===== config.mk =====
export PLATFORM = sky130hd
export DESIGN_NAME = instr_encoder_loader
export DESIGN_NICKNAME = d
export VERILOG_FILES = /design/src/rtl/rv_pkg.sv /design/src/rtl/sync_fifo.sv /design/src/rtl/instr_encoder_loader.sv
export SDC_FILE = /design/constraint.sdc
export NUM_CORES = 1
export LEC_CHECK = 0
export ABC_AREA = 1
export CAP_MARGIN = 10
export CORE_MARGIN = 2
export CORE_UTILIZATION = 50
export DETAILED_ROUTE_END_ITERATION = 16
export PLACE_DENSITY_LB_ADDON = 0.25
export SYNTH_ARGS = -nofsm -noshare
export SYNTH_HDL_FRONTEND = slang
export SYNTH_HIERARCHICAL = 1
export SYNTH_SLANG_ARGS = --single-unit

===== constraint.sdc =====
create_clock -name clk -period 6.4 [get_ports clk]
set_clock_uncertainty 0.05 [all_clocks]
set_input_delay 0.96 -clock clk [delete_from_list [all_inputs] [get_ports clk]]
set_output_delay 0.96 -clock clk [all_outputs]
set_load 0.05 [all_outputs]

===== src/rtl/rv_pkg.sv =====
// Shared RV32I definitions for the instruction encoder/loader and the opcode-decoding control unit.
package rv_pkg;

  localparam logic [6:0] OPC_OP     = 7'b0110011;
  localparam logic [6:0] OPC_LOAD   = 7'b0000011;
  localparam logic [6:0] OPC_STORE  = 7'b0100011;
  localparam logic [6:0] OPC_BRANCH = 7'b1100011;
  localparam logic [6:0] OPC_JAL    = 7'b1101111;

  localparam logic [2:0] F3_ADD = 3'b000;
  localparam logic [2:0] F3_LW  = 3'b010;
  localparam logic [2:0] F3_SW  = 3'b010;
  localparam logic [2:0] F3_BEQ = 3'b000;

  typedef enum logic [2:0] {
    ENC_ADD = 3'd0,
    ENC_LW  = 3'd1,
    ENC_SW  = 3'd2,
    ENC_BEQ = 3'd3,
    ENC_JAL = 3'd4
  } enc_op_t;

  typedef enum logic [1:0] {
    ST_IDLE  = 2'd0,
    ST_LOAD  = 2'd1,
    ST_DRAIN = 2'd2,
    ST_FULL  = 2'd3
  } loader_state_t;

  function automatic logic op_is_legal(logic [2:0] op);
    return (op <= 3'd4);
  endfunction

endpackage


===== src/rtl/sync_fifo.sv =====
// Single-clock FIFO with synchronous flush; a push into a full FIFO is only taken alongside a pop.
module sync_fifo #(
  parameter int WIDTH = 32,
  parameter int DEPTH = 4
) (
  input  logic             clk,
  input  logic             rst_n,
  input  logic             flush,
  input  logic             push,
  input  logic [WIDTH-1:0] wdata,
  input  logic             pop,
  output logic [WIDTH-1:0] rdata,
  output logic             empty,
  output logic             full
);
  localparam int AW = $clog2(DEPTH);
  localparam logic [AW-1:0] PTR_ONE = AW'(1'b1);
  localparam logic [AW:0]   CNT_ONE = (AW+1)'(1'b1);
  localparam logic [AW:0]   CNT_MAX = (AW+1)'(DEPTH);

  logic [WIDTH-1:0] mem_q [DEPTH];
  logic [WIDTH-1:0] mem_d [DEPTH];
  logic [AW-1:0]    wr_ptr_q, wr_ptr_d, rd_ptr_q, rd_ptr_d;
  logic [AW:0]      count_q, count_d;
  logic             push_en_s, pop_en_s;

  assign empty     = (count_q == {(AW+1){1'b0}});
  assign full      = (count_q == CNT_MAX);
  assign rdata     = mem_q[rd_ptr_q];
  assign pop_en_s  = pop && !empty;
  assign push_en_s = push && (!full || pop_en_s);

  // Pointer, occupancy and storage updates.
  always_comb begin
    mem_d    = mem_q;
    wr_ptr_d = wr_ptr_q;
    rd_ptr_d = rd_ptr_q;
    count_d  = count_q;
    if (flush) begin
      wr_ptr_d = {AW{1'b0}};
      rd_ptr_d = {AW{1'b0}};
      count_d  = {(AW+1){1'b0}};
    end else begin
      if (push_en_s) begin
        mem_d[wr_ptr_q] = wdata;
        wr_ptr_d        = wr_ptr_q + PTR_ONE;
      end else begin
        wr_ptr_d = wr_ptr_q;
      end
      if (pop_en_s) begin
        rd_ptr_d = rd_ptr_q + PTR_ONE;
      end else begin
        rd_ptr_d = rd_ptr_q;
      end
      case ({push_en_s, pop_en_s})
        2'b10:   count_d = count_q + CNT_ONE;
        2'b01:   count_d = count_q - CNT_ONE;
        default: count_d = count_q;
      endcase
    end
  end

  // FIFO state registers.
  always_ff @(posedge clk or negedge rst_n) begin
    if (!rst_n) begin
      for (int i = 0; i < DEPTH; i++) mem_q[i] <= {WIDTH{1'b0}};
      wr_ptr_q <= {AW{1'b0}};
      rd_ptr_q <= {AW{1'b0}};
      count_q  <= {(AW+1){1'b0}};
    end else begin
      mem_q    <= mem_d;
      wr_ptr_q <= wr_ptr_d;
      rd_ptr_q <= rd_ptr_d;
      count_q  <= count_d;
    end
  end

endmodule


===== src/rtl/instr_encoder_loader.sv =====
// Encodes symbolic RV32I requests into 32-bit words and streams them into instruction memory
// at consecutive word addresses during a start/finish load session.
module instr_encoder_loader
  import rv_pkg::*;
#(
  parameter int DEPTH     = 4,
  parameter int ADDR_W    = 10,
  parameter int BASE_ADDR = 0
) (
  input  logic              clk,
  input  logic              rst_n,
  input  logic              start,
  input  logic              finish,
  input  logic              req_valid,
  output logic              req_ready,
  input  logic [2:0]        req_op,
  input  logic [4:0]        req_rd,
  input  logic [4:0]        req_rs1,
  input  logic [4:0]        req_rs2,
  input  logic [20:0]       req_imm,
  output logic              imem_we,
  input  logic              imem_ready,
  output logic [ADDR_W-1:0] imem_addr,
  output logic [31:0]       imem_wdata,
  output logic              busy,
  output logic              done,
  output logic              err_op,
  output logic              addr_full
);
  localparam logic [ADDR_W-1:0] BASE_A   = ADDR_W'(BASE_ADDR);
  localparam logic [ADDR_W-1:0] LAST_A   = {ADDR_W{1'b1}};
  localparam logic [ADDR_W-1:0] ADDR_ONE = ADDR_W'(1'b1);

  function automatic logic [31:0] encode_instr(enc_op_t op, logic [4:0] rd, logic [4:0] rs1,
                                               logic [4:0] rs2, logic [20:0] imm);
    logic [31:0] w;
    case (op)
      ENC_ADD: w = {7'b0000000, rs2, rs1, F3_ADD, rd, OPC_OP};
      ENC_LW:  w = {imm[11:0], rs1, F3_LW, rd, OPC_LOAD};
      ENC_SW:  w = {imm[11:5], rs2, rs1, F3_SW, imm[4:0], OPC_STORE};
      ENC_BEQ: w = {imm[12], imm[10:5], rs2, rs1, F3_BEQ, imm[4:1], imm[11], OPC_BRANCH};
      ENC_JAL: w = {imm[20], imm[10:1], imm[11], imm[19:12], rd, OPC_JAL};
      default: w = 32'h0000_0000;
    endcase
    return w;
  endfunction

  loader_state_t     state_q, state_d;
  logic [ADDR_W-1:0] addr_q, addr_d;
  logic              err_op_q, err_op_d;
  logic              addr_full_q, addr_full_d;
  logic              done_q, done_d;

  logic        fifo_empty_s, fifo_full_s, op_legal_s;
  logic        push_fire_s, wr_fire_s, hit_last_s;
  logic [31:0] enc_word_s, fifo_head_s;

  assign op_legal_s  = op_is_legal(req_op);
  assign enc_word_s  = encode_instr(enc_op_t'(req_op), req_rd, req_rs1, req_rs2, req_imm);
  assign req_ready   = (state_q == ST_LOAD) && !fifo_full_s;
  assign push_fire_s = req_valid && req_ready && !start;
  // Writes are only offered while a session is open, so FULL retains whatever is still queued.
  assign imem_we     = !fifo_empty_s && ((state_q == ST_LOAD) || (state_q == ST_DRAIN));
  assign wr_fire_s   = imem_we && imem_ready && !start;
  assign hit_last_s  = wr_fire_s && (addr_q == LAST_A);

  assign imem_addr  = addr_q;
  assign imem_wdata = fifo_head_s;
  assign busy       = (state_q != ST_IDLE);
  assign done       = done_q;
  assign err_op     = err_op_q;
  assign addr_full  = addr_full_q;

  sync_fifo #(
    .WIDTH(32),
    .DEPTH(DEPTH)
  ) u_fifo (
    .clk  (clk),
    .rst_n(rst_n),
    .flush(start),
    .push (push_fire_s && op_legal_s),
    .wdata(enc_word_s),
    .pop  (wr_fire_s),
    .rdata(fifo_head_s),
    .empty(fifo_empty_s),
    .full (fifo_full_s)
  );

  // Session control, write address and sticky flags.
  always_comb begin
    state_d     = state_q;
    addr_d      = addr_q;
    err_op_d    = err_op_q;
    addr_full_d = addr_full_q;
    done_d      = 1'b0;
    if (start) begin
      state_d     = ST_LOAD;
      addr_d      = BASE_A;
      err_op_d    = 1'b0;
      addr_full_d = 1'b0;
    end else begin
      if (push_fire_s && !op_legal_s) begin
        err_op_d = 1'b1;
      end else begin
        err_op_d = err_op_q;
      end
      if (hit_last_s) begin
        state_d     = ST_FULL;
        addr_full_d = 1'b1;
      end else begin
        if (wr_fire_s) begin
          addr_d = addr_q + ADDR_ONE;
        end else begin
          addr_d = addr_q;
        end
        case (state_q)
          ST_LOAD:  state_d = finish ? ST_DRAIN : ST_LOAD;
          ST_DRAIN: begin
            if (fifo_empty_s) begin
              state_d = ST_IDLE;
              done_d  = 1'b1;
            end else begin
              state_d = ST_DRAIN;
            end
          end
          default:  state_d = state_q;
        endcase
      end
    end
  end

  // Loader state registers.
  always_ff @(posedge clk or negedge rst_n) begin
    if (!rst_n) begin
      state_q     <= ST_IDLE;
      addr_q      <= BASE_A;
      err_op_q    <= 1'b0;
      addr_full_q <= 1'b0;
      done_q      <= 1'b0;
    end else begin
      state_q     <= state_d;
      addr_q      <= addr_d;
      err_op_q    <= err_op_d;
      addr_full_q <= addr_full_d;
      done_q      <= done_d;
    end
  end

endmodule


Word-level counts from Yosys, hierarchy flattened
Cells that the tools add are included.

word-level totals
  register bits after elaboration = 150
  bits in latches = 0
  RAM bits = 0
  memory bits (read-only) = 0
  bits of input ports = 45
  output and inout bits = 48
  memories = 0

cells by class
  add/subtract/negate cells = 5
  multipliers = 0
  divide/modulo/power cells = 0
  magnitude comparators = 4
  equality and inequality tests = 11
  shift operators = 0
  multiplexer cells = 29
  bitwise logic cells = 3
  reduce and logical (&&, ||, !) cells = 30

operators by type and width
  kind                                                  count
  one-hot mux 32 bit (5 select lines)                   1
  bitwise mux 128 bit                                   1
  two-way mux 32 bit                                    3
  binary-select mux 32 bit (select 2 bit)               1
  demux 32 bit (select 2 bit)                           1
  two-way mux 10 bit                                    3
  two-way mux 2 bit                                     8
  logical AND 1 bit                                     12
  nonzero test 2 bit                                    6
  adder 10 x 1 -> 10 bit (second input constant)        1
  equality test 10 bit (second input constant)          1
  two-way mux 1 bit                                     8
  equality test 3 x 2 -> 1 bit (second input constant)  2
  equality test 3 bit (second input constant)           2
  >= comparator 3 bit (second input constant)           2
  logical NOT 3 bit                                     2
  inverter 2 -> 3 bit                                   2
  one-hot mux 3 bit (2 select lines)                    1
  adder 2 x 1 -> 2 bit (second input constant)          2
  equality test 2 x 1 -> 1 bit (second input constant)  2
  equality test 2 bit (second input constant)           2
  logical NOT 1 bit                                     4
  one-hot mux 2 bit (2 select lines)                    1
  AND reduction 2 bit                                   2
  11 further kinds                                      12

Depth between registers and ports, before layout
Gate-level depths: netlist of the first run.

  depth after elaboration = 11
  mapped depth = 16
  gate-level depth less buffers = 16

By module
The synthesis of the first run kept the hierarchy.

modules (own cells, without submodules)
  module                instances  cells an instance  area an instance (um2)
  sync_fifo             1          796                6,522.5
  instr_encoder_loader  1          211                1,330.0

Worst setup path after synthesis of the first run
Ideal clock, no wire load.

  kind = register to register
  start = register state_q[1]
  end = register u_fifo.count_q[2]
  setup time = 0.117 ns
  data arrival time = 2.953 ns
  setup slack = 3.280 ns
  stages on the path, launching flop included = 17
  path buffers = 0
  clock period less this slack = 3.120 ns
  path through = dfrtp_1 > inv_1 > ha_1 > inv_1 > nor2_1 > nand3_1 > nor2_1 > inv_1 > nand3_1 > inv_1 > fa_1 > xnor2_1 > inv_1 > nand2_1 > nand2_1 > nand3_1 > nand2_1

RTL lines
  element                                                                     line                         RTL
  from (decl)                                                                 instr_encoder_loader.sv:48   loader_state_t state_q, state_d;
  from (signal assigned)                                                      instr_encoder_loader.sv:141  state_q <= state_d;
  equality test 2 x 1 -> 1 bit (*)                                            instr_encoder_loader.sv:60   assign req_ready = (state_q == ST_LOAD) && !fifo_full_s;
  logical AND 1 bit (*)                                                       instr_encoder_loader.sv:60
  via req_ready                                                               instr_encoder_loader.sv:15   output logic req_ready,
  logical AND 1 bit (*) (2 in a row)                                          instr_encoder_loader.sv:61   assign push_fire_s = req_valid && req_ready && !start;
  logical AND 1 bit (*)                                                       instr_encoder_loader.sv:81   .push (push_fire_s && op_legal_s),
  logical AND 1 bit (*)                                                       sync_fifo.sv:31              assign push_en_s = push && (!full || pop_en_s);
  equality test 2 x 1 -> 1 bit / equality test 2 bit (equally long branches)  sync_fifo.sv:55              case ({push_en_s, pop_en_s})
  one-hot mux 3 bit (2 select lines)                                          sync_fifo.sv:55
  two-way mux 3 bit                                                           sync_fifo.sv:39              if (flush) begin
  to (signal assigned)                                                        sync_fifo.sv:69              count_q <= {(AW+1){1'b0}};
  to (signal assigned)                                                        sync_fifo.sv:74              count_q <= count_d;
  to (decl)                                                                   sync_fifo.sv:24              logic [AW:0] count_q, count_d;

Mark *: on every way through the listed nets, which the timed path passes. The rest lies on a longest branch.
A chain may end at the register's enable or synchronous reset.

Final worst setup path of the first run
  start = register u_fifo.rd_ptr_q[1]
  end = output port imem_wdata[19]

on the way
  longest elaborated chain between the ends = 4

RTL lines
  element                                                line                        RTL
  from (decl)                                            sync_fifo.sv:23             logic [AW-1:0] wr_ptr_q, wr_ptr_d, rd_ptr_q, rd_ptr_d;
  from (signal assigned)                                 sync_fifo.sv:68             rd_ptr_q <= {AW{1'b0}};
  from (signal assigned)                                 sync_fifo.sv:73             rd_ptr_q <= rd_ptr_d;
  inverter 2 -> 3 bit (implied by the code)              sync_fifo.sv:29             assign rdata = mem_q[rd_ptr_q];
  binary-select mux 32 bit (select 2 bit)                sync_fifo.sv:29
  two-way mux 32 bit (implied by the code) (2 in a row)  sync_fifo.sv:29
  to (decl)                                              instr_encoder_loader.sv:24  output logic [31:0] imem_wdata,

Every way passes these cells. The select of a mux whose other input is x is not followed.

==> run metrics, run 1 <==
Congestion Overflow GR=0; post-synthesis adder-cell area fraction=1.53%; DP Wirelength=12500 microns; type of the worst setup path=register to output port; routed via count=6997; I/O pin count=93; Setup violations, final=0; initial core utilization=51.5%; Avg Cell Area, Syn=7.80 sq um; outcome=finished clean; drt wl/cell=16.2 microns; pin count of the biggest net entering global routing=95; final wirelength=20900 microns; post-CTS sizing=0; # DRC=0; initial DRC count=550; Leak=4.79 nW; Synth Area in Compound Gates=17.9%; worst skew pair latency=420 ps; Via density=5.42; commonest cells after routing, fill and taps aside=337 x nand2_1, 149 x dfrtp_1, 118 x o21ai_0; Slew Limit Fails=0; core area=0.0153 sq mm; Yosys reg bits=150; gp weighted congestion=0.856; fin crit share=61.9%; Yosys Warn Count=6; Worst-Margin Slew=1120 ps; mapped cell area=0.00785 sq mm; Synth top area share=47.8%; Tmin final=3960 ps; Area Overhead vs Synth=18.4%; Longest Clk Path Bufs=2; CTS tree=done; Post-Synth XOR/XNOR Area=0.335%; Max rail drop VDD=0.216 mV; Yosys top cell by area=dfrtp_1; largest family of logic cells by synthesized area=simple AND/OR/NAND/NOR gates; final setup TNS=0 ps; final hold vios=0; GR Util All Layers=26.0%; commonest non-fill, non-tap cell in the layout=nand2_1; register area=0.00375 sq mm; crit start category=register; vias in the first global route=6548; root buffer cell=clkbuf_16; sequential element share of the synthesized area=47.8%; Synth Area in Simple Gates=24.8%; TritonCTS Buffers=17; pwr/cell area=357 mW/mm^2; Yosys cell types=36; max_slew headroom=25.3%; DRT Pass-1 Iters=5; number of diodes=0; Fmax achieved=253 MHz; CTS clock-pin slew for the worst setup and hold paths=60 ps; first-pass GRT wire length=33800 microns; clk sinks=150; Non-Filler Instances=1290; die height=129 microns; final net count=1120; Core Rows=45; Post-Syn Nets=1061; synthesized instance count=1007; Filler cells=1421; share of layout cells above drive strength 1=6.58%; Worst Path Arrival=2950 ps; antenna viol nets, final=0; Port-buffer cells=92; multiplexer share of the synthesized area=0%; leading post-synthesis cells by cell area=dfrtp_1 48%, nand2_1 16%, o21ai_0 7.5%; Crit Path Max Fanout=34; post-CTS setup repair buffer count=0; H-Tree Depth=4; initial antenna violation count=0; hold_buf cts=0; RSZ-0062 raised after global routing=false; Req. time, crit path=5390 ps; Worst Hold Class=register to register; cell total after placement=1258; area of the multi-input gates=0.00350 sq mm; die area=0.0167 sq mm; chip width=129 microns; Worst Setup End Kind=output port; max-cap viol count=0
-- critical path, stage by stage, from the launching register on --
cell,delay [ps]
dfrtp_1,370
inv_1,810
o21ai_0,240
o22ai_1,230
clkdlybuf4s50_1,880
-- state kept, by name, summed over array words and instances (netlist names) --
| register | flops |
|---|---|
| done | 1 |
| addr_full | 1 |
| imem_addr | 10 |
| u_fifo/count_q | 3 |
| u_fifo/rd_ptr_q | 2 |
| err_op | 1 |
| u_fifo/mem_q | 128 |
| u_fifo/wr_ptr_q | 2 |
| state_q | 2 |
-- worst paths after layout --
| path | from | end | slack, ps | depth (start not counted) |
|---|---|---|---|---|
| hold reg to reg | u_fifo/mem_q[61]$_DFFE_PN0P_ | u_fifo/mem_q[61]$_DFFE_PN0P_ | 430 | 2 |
| setup reg to reg | state_q[0]$_DFFE_PN0P_ | u_fifo/mem_q[90]$_DFFE_PN0P_ | 3240 | 12 |
| max in group asynchronous | rst_n | u_fifo/mem_q[109]$_DFFE_PN0P_ | 4430 | 2 |
| setup / recovery | u_fifo/rd_ptr_q[1]$_DFFE_PN0P_ | imem_wdata[19] | 2440 | 4 |
| min in group asynchronous | rst_n | u_fifo/mem_q[4]$_DFFE_PN0P_ | 580 | 1 |
| hold / removal | u_fifo/mem_q[61]$_DFFE_PN0P_ | u_fifo/mem_q[61]$_DFFE_PN0P_ | 430 | 2 |
-- Yosys cell counts, drive strengths merged --
| library cell | count |
|---|---|
| a21oi | 4 |
| a22o | 5 |
| buf | 39 |
| clkbuf | 21 |
| clkinv | 1 |
| dfrtp | 150 |
| fa | 1 |
| ha | 8 |
| inv | 49 |
| nand2 | 339 |
| nand3 | 28 |
| nand4 | 3 |
| nor2 | 101 |
| nor3 | 1 |
| nor3b | 1 |
| o211ai | 1 |
| o21ai | 217 |
| o21bai | 1 |
| o22ai | 32 |
| o2bb2ai | 1 |
| or2 | 1 |
| xnor2 | 3 |
-- metrics by stage --
stage	setup WS [ps]	hold slack (ps)	util, %	total power, mW	cell area, sq um
2_1_floorplan	3280	391	-	1.93	7850
3_3_place_gp	2410	406	56.9	2.28	8690
3_5_place_dp	2380	413	56.9	2.29	8690
4_1_cts	2390	426	60.9	3.34	9300
5_1_grt	2250	453	60.9	3.48	9300
6_report	2440	426	60.9	3.32	9300
-- metal layers --
layer	track usage, %	vias to the layer above	part of all wire, %
met5	0	-	0
met4	8.82	0	2.1
met3	5.00	32	5.7
met2	41.4	206	47
met1	35.9	3347	45
li1	-	3412	-
-- final cells by class --
| cell class | instances | area share [%] |
|---|---|---|
| Timing Repair Buffer | 100 | 10.6 |
| Tap cell | 211 | 2.84 |
| Inverter | 50 | 2.02 |
| Multi-Input combinational cell | 747 | 37.6 |
| Clock buffer | 23 | 5.25 |
| Clock inverter | 9 | 1.32 |
| Sequential cell | 150 | 40.4 |
-- power breakdown --
group	switching [mW]	internal, mW	leakage, nW
clock	0.387	0.652	0.303
combinational	0.778	0.359	2.44
sequential	0.0721	1.07	2.05
-- cell families (layout without fill, tap and decap cells) --
kind of cell / after synthesis / count (layout)
AND/OR/NAND/NOR: 474 / 474
AO/OA/AOI/OAI: 261 / 261
flip-flops: 150 / 150
buffers and inverters: 110 / 182
adder cells (fa/ha/maj): 9 / 9
XOR/XNOR: 3 / 3
(Power assumes the default switching activity.)
==> run 2: changes to the inputs <==
- clock period: 6.4 -> 4.13 ns (I/O delays scaled with it)
==> run metrics, run 2 (same netlist as run 1, synthesis figures left out) <==
max FFs per register=128; H-Tree Depth=4; final wirelength=21500 microns; post-place setup slack=752 ps; max-cap viol count=0; initial core utilization=51.5%; Tot Pwr=5.22 mW; Area Overhead vs Synth=20.5%; Worst Setup End Kind=output port; share of layout cells above drive strength 1=8.21%; crit start category=register; initial DRC count=483; number of diodes=0; DRT Pass-1 Iters=5; CP peak stage delay=860 ps; Cell Chain, Critical Path=buf_4 > o21ai_0 > o22ai_1 > clkdlybuf4s50_1; type of the worst setup path=register to output port; core area=0.0153 sq mm; final setup TNS=0 ps; commonest non-fill, non-tap cell in the layout=nand2_1; placed cell area=0.00883 sq mm; max_slew headroom=38.1%; DP Wirelength=13600 microns; post-CTS setup repair buffer count=0; r2r endpoint=u_fifo/mem_q[4]$_DFFE_PN0P_; first-pass GRT wire length=34700 microns; fin crit share=89.2%; hold_buf cts=0; CTS clock-pin slew for the worst setup and hold paths=60 ps; final hold vios=0; initial antenna violation count=0; Fmax achieved=271 MHz; largest reg by FF count=u_fifo/mem_q; Design Area, Final=0.00946 sq mm; Crit Path Max Fanout=37; Leak=4.88 nW; gp weighted congestion=0.856; reg2reg path depth=13; flop-to-flop setup slack=1380 ps; antenna viol nets, final=0; worst skew pair latency=430 ps; Longest Clk Path Bufs=2; Core Rows=45; Worst Path Arrival=3020 ps; final setup margin=444 ps; outcome=finished clean; GR Util All Layers=26.6%; worst r2r src=state_q[0]$_DFFE_PN0P_; Setup violations, final=0; drt wl/cell=16.5 microns; final net count=1137; cell total after placement=1275; Via density=5.48; Layout Utilization=62.0%; TritonCTS Buffers=17; WHS=132 ps; Tmin final=3690 ps; die height=129 microns; Port-buffer cells=92; post-CTS sizing=0; RSZ-0062 raised after global routing=false; Non-Filler Instances=1307; Worst Hold Class=input port to async pin; root buffer cell=clkbuf_16; routed via count=7158; CTS tree=done; clk sinks=150; Req. time, crit path=3460 ps; pin count of the biggest net entering global routing=67; commonest cells after routing, fill and taps aside=337 x nand2_1, 149 x dfrtp_1, 118 x o21ai_0; Slowest-stage cell, CP=clkdlybuf4s50_1; Congestion Overflow GR=0; pwr/cell area=552 mW/mm^2; Slew Limit Fails=0; I/O pin count=93; die area=0.0167 sq mm; Worst-Margin Slew=927 ps; # DRC=0; vias in the first global route=6725; Max rail drop VDD=0.317 mV; chip width=129 microns
==> run 2: worst max path at each step <==
stage,startpoint,slack (ps),cells after the start,to
final,u_fifo/rd_ptr_q[0]$_DFFE_PN0P_,440,4,imem_wdata[13]
after detailed placement,start,750,14,u_fifo/count_q[2]$_DFFE_PN0P_
after global placement,start,810,14,u_fifo/count_q[2]$_DFFE_PN0P_
after global routing,u_fifo/rd_ptr_q[0]$_DFFE_PN0P_,300,5,imem_wdata[0]
after floorplan,state_q[1]$_DFFE_PN0P_,1010,16,u_fifo/count_q[2]$_DFFE_PN0P_
after CTS,u_fifo/rd_ptr_q[0]$_DFFE_PN0P_,480,5,imem_wdata[9]
==> run 2: worst max-delay path, delay by kind of cell, from the launching register on <==
| kind | cells | cell delay [ps] |
|---|---|---|
| compound gates | 2 | 460 |
| buf+inv | 2 | 1350 |
| flops | 1 | 740 |
==> run 2: layer usage <==
layer / global-route usage [%] / vias to the layer above / wire (microns)
li1: - / 3447 / -
met3: 6.07 / 38 / 1430
met4: 9.21 / 0 / 442
met2: 42.0 / 255 / 10300
met1: 36.3 / 3418 / 9390
met5: 0 / - / 0
==> run 2: cell type report <==
class | instances | area [sq um]
clock buffers | 19 | 453
clock inverters | 13 | 179
fillers | 1333 | 5800
inverters | 50 | 188
multi-input cells | 747 | 3500
flip-flops and latches | 150 | 3750
well taps | 211 | 264
repair buffers | 117 | 1120
==> run 2: power breakdown <==
part	internal, mW	total (mW)	switching, mW
clock network	1.04	1.66	0.626
registers	1.66	1.78	0.122
logic	0.566	1.77	1.20
total	3.27	5.22	1.95
==> run 3: changes to the inputs <==
- CORE_UTILIZATION: 50 -> 49
==> run metrics, run 3 (same netlist as run 1, synthesis figures left out) <==
drt wl/cell=16.5 microns; initial antenna violation count=0; GR Util All Layers=26.4%; Worst Setup End Kind=output port; gp weighted congestion=0.815; type of the worst setup path=register to output port; Layout Utilization=59.2%; final wirelength=21500 microns; RSZ-0062 raised after global routing=false; Worst-Margin Slew=1250 ps; Setup violations, final=0; pin count of the biggest net entering global routing=91; cell total after placement=1273; Req. time, crit path=3460 ps; crit start category=register; post-CTS sizing=0; CTS clock-pin slew for the worst setup and hold paths=60 ps; number of diodes=0; Tot Pwr=5.01 mW; initial DRC count=604; post-CTS setup repair buffer count=0; max FFs per register=128; CTS tree=done; Design Area, Final=0.00934 sq mm; pwr/cell area=537 mW/mm^2; largest reg by FF count=u_fifo/mem_q; die area=0.0171 sq mm; WHS=229 ps; chip width=131 microns; final hold vios=0; Tmin final=3760 ps; Filler cells=1493; Slew Limit Fails=0; Worst Path Arrival=3090 ps; hold_buf cts=0; # DRC=0; final setup margin=371 ps; DP Wirelength=13200 microns; post-place setup slack=803 ps; DRT Pass-1 Iters=5; Worst Hold Class=input port to async pin; die height=131 microns; final net count=1130; placed cell area=0.00879 sq mm; Max rail drop VDD=0.337 mV; share of layout cells above drive strength 1=7.25%; I/O pin count=93; Port-buffer cells=92; root buffer cell=clkbuf_16; outcome=finished clean; Longest Clk Path Bufs=2; Core Rows=46; max_slew headroom=16.9%; commonest cells after routing, fill and taps aside=337 x nand2_1, 149 x dfrtp_1, 118 x o21ai_0; worst skew pair latency=430 ps; clk sinks=150; fin crit share=91.0%; Via density=5.42; Area Overhead vs Synth=18.9%; Congestion Overflow GR=0; max-cap viol count=0; routed via count=7075; Non-Filler Instances=1305; commonest non-fill, non-tap cell in the layout=nand2_1; antenna viol nets, final=0; core area=0.0158 sq mm; initial core utilization=49.8%; first-pass GRT wire length=34800 microns; H-Tree Depth=4; final setup TNS=0 ps; Fmax achieved=266 MHz; TritonCTS Buffers=17; vias in the first global route=6757; Crit Path Max Fanout=33; Leak=4.81 nW
## run 3: cell count changes in the layout (fill, tap and decap cells not counted)
cell / previous run / this run
bufinv_16: 4 / 1
buf_12: 1 / 2
clkbuf_1: 0 / 4
clkinv_4: 1 / 0
buf_4: 24 / 16
clkinvlp_4: 4 / 3
clkinv_2: 4 / 5
## run 3: worst max-delay path: stages, from the launching register on
cell	delay, ps
dfrtp_1	1170
o21ai_0	240
o22ai_1	370
clkdlybuf4s50_1	880
## run 3: path summary, 6_finish.rpt
kind                                                startpoint                      endpoint  slack, ps  cells after the start
worst max-delay path            u_fifo/rd_ptr_q[1]$_DFFE_PN0P_                 imem_wdata[7]        370                      3
worst min-delay path                                     rst_n   u_fifo/mem_q[1]$_DFFE_PN0P_        230                      1
max in group asynchronous                                rst_n  u_fifo/mem_q[79]$_DFFE_PN0P_       2970                      2
min in group clk                  u_fifo/mem_q[73]$_DFFE_PN0P_  u_fifo/mem_q[73]$_DFFE_PN0P_        420                      2
worst max register to register          state_q[1]$_DFFE_PN0P_  u_fifo/mem_q[74]$_DFFE_PN0P_       1090                     13
worst min register to register    u_fifo/mem_q[73]$_DFFE_PN0P_  u_fifo/mem_q[73]$_DFFE_PN0P_        420                      2
## run 3: layout make-up
cell class,count,area [sq um],share of cell area [%]
Clock buffer,23,468,5.01
Clock inverter,9,77.6,0.831
Inverter,50,188,2.01
Multi-Input combinational cell,747,3500,37.5
Sequential cell,150,3750,40.2
Tap cell,216,270,2.89
Timing Repair Buffer,110,1080,11.6
## run 3: routing by layer
metal	vias up	part of all wire (%)	global-route usage (%)	wire, microns
li1	3430	-	-	-
met1	3373	43	35.8	9340
met2	246	48	43.0	10400
met3	26	6.4	5.33	1370
met4	0	2.1	8.51	443
met5	-	0	0	0
## run 3: report_power, final
group | switching (mW) | total [mW] | internal [mW]
Sequential | 0.113 | 1.78 | 1.66
Clock | 0.601 | 1.45 | 0.854
Combinational | 1.22 | 1.78 | 0.565
